<file path="src/rtl/fifo_sync_flags.sv">
`default_nettype none
//============================================================================
// Module   : fifo_sync_flags
// Brief    : Single-clock FIFO with wrap-bit pointers, occupancy count,
//            almost-full/almost-empty, sticky overflow/underflow and flush.
//            Define FIFO_FWFT_EN for first-word fall-through read data.
// Revision : 1.0 - initial release
//============================================================================
module fifo_sync_flags #(
    parameter  int DATA_WIDTH = 8,
    parameter  int DEPTH      = 8,
    parameter  int AF_LEVEL   = 6,
    parameter  int AE_LEVEL   = 2,
    localparam int ADDR_W     = $clog2(DEPTH)
) (
    input  logic                  clk,
    input  logic                  rst_n,
    input  logic                  clr,
    input  logic                  w_en,
    input  logic [DATA_WIDTH-1:0] data_in,
    input  logic                  r_en,
    output logic [DATA_WIDTH-1:0] data_out,
    output logic                  full,
    output logic                  empty,
    output logic                  almost_full,
    output logic                  almost_empty,
    output logic [ADDR_W:0]       count,
    output logic                  overflow,
    output logic                  underflow
);

    localparam logic [ADDR_W:0] c_af_level = AF_LEVEL[ADDR_W:0];
    localparam logic [ADDR_W:0] c_ae_level = AE_LEVEL[ADDR_W:0];

    logic [DATA_WIDTH-1:0] r_mem [DEPTH];
    logic [ADDR_W:0]       r_wptr;
    logic [ADDR_W:0]       r_rptr;
    logic                  r_overflow;
    logic                  r_underflow;

    logic                  w_wr_acc;
    logic                  w_rd_acc;
    logic [ADDR_W-1:0]     w_waddr;
    logic [ADDR_W-1:0]     w_raddr;

    assign w_waddr = r_wptr[ADDR_W-1:0];
    assign w_raddr = r_rptr[ADDR_W-1:0];

    // Status decoded purely from registered pointers.
    assign empty        = (r_wptr == r_rptr);
    assign full         = (w_waddr == w_raddr) && (r_wptr[ADDR_W] != r_rptr[ADDR_W]);
    assign count        = r_wptr - r_rptr;
    assign almost_full  = (count >= c_af_level);
    assign almost_empty = (count <= c_ae_level);
    assign overflow     = r_overflow;
    assign underflow    = r_underflow;

    // Flush wins over both requests in the same cycle.
    assign w_wr_acc = w_en && !full  && !clr;
    assign w_rd_acc = r_en && !empty && !clr;

    always_ff @(posedge clk) begin
        if (w_wr_acc) begin
            r_mem[w_waddr] <= data_in;
        end
    end

    always_ff @(posedge clk or negedge rst_n) begin
        if (!rst_n) begin
            r_wptr      <= '0;
            r_rptr      <= '0;
            r_overflow  <= 1'b0;
            r_underflow <= 1'b0;
        end else if (clr) begin
            r_wptr      <= '0;
            r_rptr      <= '0;
            r_overflow  <= 1'b0;
            r_underflow <= 1'b0;
        end else begin
            if (w_wr_acc) begin
                r_wptr <= r_wptr + 1'b1;
            end
            if (w_rd_acc) begin
                r_rptr <= r_rptr + 1'b1;
            end
            if (w_en && full) begin
                r_overflow <= 1'b1;
            end
            if (r_en && empty) begin
                r_underflow <= 1'b1;
            end
        end
    end

`ifdef FIFO_FWFT_EN
    assign data_out = empty ? '0 : r_mem[w_raddr];
`else
    logic [DATA_WIDTH-1:0] r_dout;

    always_ff @(posedge clk or negedge rst_n) begin
        if (!rst_n) begin
            r_dout <= '0;
        end else if (w_rd_acc) begin
            r_dout <= r_mem[w_raddr];
        end
    end

    assign data_out = r_dout;
`endif

endmodule
`default_nettype wire
</file>
<file path="config.mk">
export PLATFORM = sky130hd
export DESIGN_NAME = fifo_sync_flags
export DESIGN_NICKNAME = d
export VERILOG_FILES = /design/src/rtl/fifo_sync_flags.sv
export SDC_FILE = /design/constraint.sdc
export NUM_CORES = 1
export LEC_CHECK = 0
export CAP_MARGIN = 20
export CORE_UTILIZATION = 25
export DETAILED_ROUTE_END_ITERATION = 7
export PLACE_DENSITY = 0.48
export SLEW_MARGIN = 20
export SYNTH_ARGS = -nofsm -noshare
export SYNTH_HDL_FRONTEND = slang
export SYNTH_SLANG_ARGS = --single-unit
</file>
<file path="constraint.sdc">
create_clock -name clk -period 6.55 [get_ports clk]
set_input_delay 1.31 -clock clk [delete_from_list [all_inputs] [get_ports clk]]
set_output_delay 1.31 -clock clk [all_outputs]
set_load 0.02 [all_outputs]
</file>
==> metrics.md <==
| Metric | Value |
|---|---|
| Status | finished, final reports clean |
| PwrDens | 341 nW/um2 |
| # setup viols final | 0 |
| Post-Synth Adder-Cell Area | 0.0245 |
| Vias in the first global route | 1718 |
| CP Capture Type | output pin |
| Crit path launch type | flip-flop |
| Minimum clock period | 4280 ps |
| Hold_buf cts | 0 |
| Max_cap viols | 0 |
| Core area | 13200 um2 |
| Worst VDD drop | 0.139 mV |
| Final net count | 254 |
| Total negative setup slack | 0 ps |
| Avg Synthesized Cell Area | 16.9 um2 |
| Synth Area in Simple Gates | 0.0516 |
| Synthesized cell area | 3370 um2 |
| Remaining global-route overflow | 0 |
| Compound-cell area share of the yosys netlist | 0.0389 |
| Port Buffer Count | 30 |
| Largest buffer count on any clock path | 2 |
| Vias | 1738 |
| Initial antenna violation count | 0 |
| Power, Total | 1.42 mW |
| Syn Nets | 219 |
| Largest family of logic cells by synthesized area | multiplexers |
| Clock sinks | 82 |
| Dpl hpwl | 4.04 mm |
| Global-route usage over all layers | 0.102 |
| Slew HR | 0.327 |
| Final Slew Violations | 0 |
| HP Class | reg -> reg |
| Final cell count without fillers | 416 |
| Post-DP Area | 3870 um2 |
| DRT iter0 DRCs | 181 |
| GP Congestion | 0.678 |
| Hold_ws | 478 ps |
| Area Overhead vs Synth | 23.3% |
| Sequential element share of the synthesized area | 0.703 |
| H-tree levels | 3 |
| Die W | 118 um |
| Gate Count Post-Synth | 200 |
| Mux cell area share after synthesis | 0.136 |
| PostCTS Resize Cnt | 0 |
| Total CTS buffers | 9 |
| Via-to-Cell Ratio | 4.18 |
| Fmax | 234 MHz |
| Final Cycle Share | 0.653 |
| Initial core utilization | 0.256 |
| Unique masters post-synth | 29 |
| Clock transition at path regs | 60 ps |
| Post-CTS setup buffers | 0 |
| Antenna viol nets, final | 0 |
| Yosys warnings | 0 |
| Layout cells sized above 1 | 0.163 |
| Top Ports | 31 |
| Detailed Route WL | 6.36 mm |
| Placed Cells | 400 |
| Site row count | 42 |
| DIE AREA | 14000 um2 |
| Final hold violation count | 0 |
| Final Skew | 10.5 ps |
| Leak | 1.40 nW |
| Die Y-Extent | 118 um |
| XOR/XNOR Fraction of Synth Area | 0.0252 |
| Largest net degree at the start of global routing | 22 |
| RSZ-0062 raised after global routing | no |
| Clk root buf | clkbuf_16 |
| DRT Pass-1 Iters | 6 |
| Worst Path Arrival | 2970 ps |
| Critical path required time | 5240 ps |
| Number of remaining DRC errors | 0 |
| Number of antenna diodes | 0 |
| DR WL/cell | 15.3 um |
| TritonCTS clock tree | built |
| Setup CP Type | reg -> out |
| Post-route cell area | 4160 um2 |
| First-pass GRT wire length | 10.2 mm |
| #FFs+latches synth | 82 |
| Crit-path max FO | 21 |
| Clk_lat worst skew | 330 ps |
| Worst slew pin tran | 1010 ps |
## flip-flops by register name, summed over array words and instances, names as in the netlist
signal     count
r_mem         64
r_rptr         4
r_wptr         4
data_out       8
underflow      1
overflow       1
## final timing paths
path | from | end | slack (ps) | cells past startpoint
max | r_rptr[1] | almost_empty | 2270 | 7
min | data_out[2] | data_out[2] | 480 | 2
max reg2reg | r_rptr[1] | r_mem[3][1] | 3090 | 6
min reg2reg | data_out[2] | data_out[2] | 480 | 2
max in group asynchronous | rst_n | data_out[7] | 4570 | 1
min in group asynchronous | rst_n | overflow | 1460 | 1
## worst max-delay path, stage by stage (launching register included)
cell             delay [ps]
dfrtp_1                 960
inv_1                   110
ha_1                    310
nor2b_1                 130
o21ai_0                 200
and3_2                  230
o21a_1                  110
clkdlybuf4s50_1         590
## synth_stat cells
library cell	n	area share
and3_2	1	0.0022
nor3_1	2	0.0030
nand2_1	11	0.012
clkbuf_1	2	0.0022
xor2_1	3	0.0078
buf_4	2	0.0044
nor2_1	18	0.020
and3_1	1	0.0019
or3_1	3	0.0056
o21ai_1	1	0.0015
o21ai_2	1	0.0026
nand3_1	2	0.0030
inv_1	8	0.0089
o21a_1	1	0.0022
fa_1	1	0.0059
edfxtp_1	64	0.57
o211ai_1	4	0.0089
a21oi_1	5	0.0074
nand2b_1	1	0.0019
nor2b_1	1	0.0019
mux2i_1	10	0.030
mux4_2	16	0.11
xor2_2	1	0.0048
xnor2_2	1	0.0048
buf_2	3	0.0044
o21ai_0	11	0.016
ha_1	5	0.019
xnor2_1	3	0.0078
dfrtp_1	18	0.13
## power breakdown
group          switching [mW]  total (mW)  leakage [nW]  internal [mW]
registers              0.0222       0.620         0.814          0.598
clock network           0.211       0.475         0.140          0.264
logic                   0.166       0.324         0.448          0.158
## layout make-up
type                       count  area, um2
inverter                       8       30.0
clock inverter                 7       61.3
tap                          176        220
sequential                    82       2370
clock buffer                   9        225
timing repair buffer          31        308
fill                        1260       9030
multi-input combinational    103        943
## per-stage QoR
step	worst slack, ps	util
after floorplan	3210	-
after global placement	2610	0.294
after detailed placement	2570	0.294
after CTS	2210	0.315
after global routing	1950	0.315
final	2270	0.315
## layout by cell type, fill, tap and decap left out, drive strengths merged
cell and count:
edfxtp 64, mux4 16, xor2 4, mux2i 10
fa 1, a21oi 5, o21ai 13, or3 3
clkinvlp 1, nor3 2, nor2b 1, clkbuf 9
clkinv 3, nand3 2, clkdlybuf4s50 30, o21a 1
ha 5, nand2 11, nand2b 1, xnor2 4
dfrtp 18, o211ai 4, buf 1, nor2 18
and3 2, inv 11
## kinds of logic (layout without fill, tap and decap cells)
group,count (synthesis),in the layout
AOI/OAI and AO/OA,23,23
DFF,82,82
and+or+nand+nor,40,40
muxes,26,26
buffers and inverters,15,55
adders and majority gates,6,6
xor gates and xnor gates,8,8
## metal layers
metal	part of all wire	GRT usage
met2	0.46	0.149
met1	0.49	0.141
met5	0	0
met4	0.0087	0.0433
met3	0.039	0.0275
(Power assumes the default switching activity.)
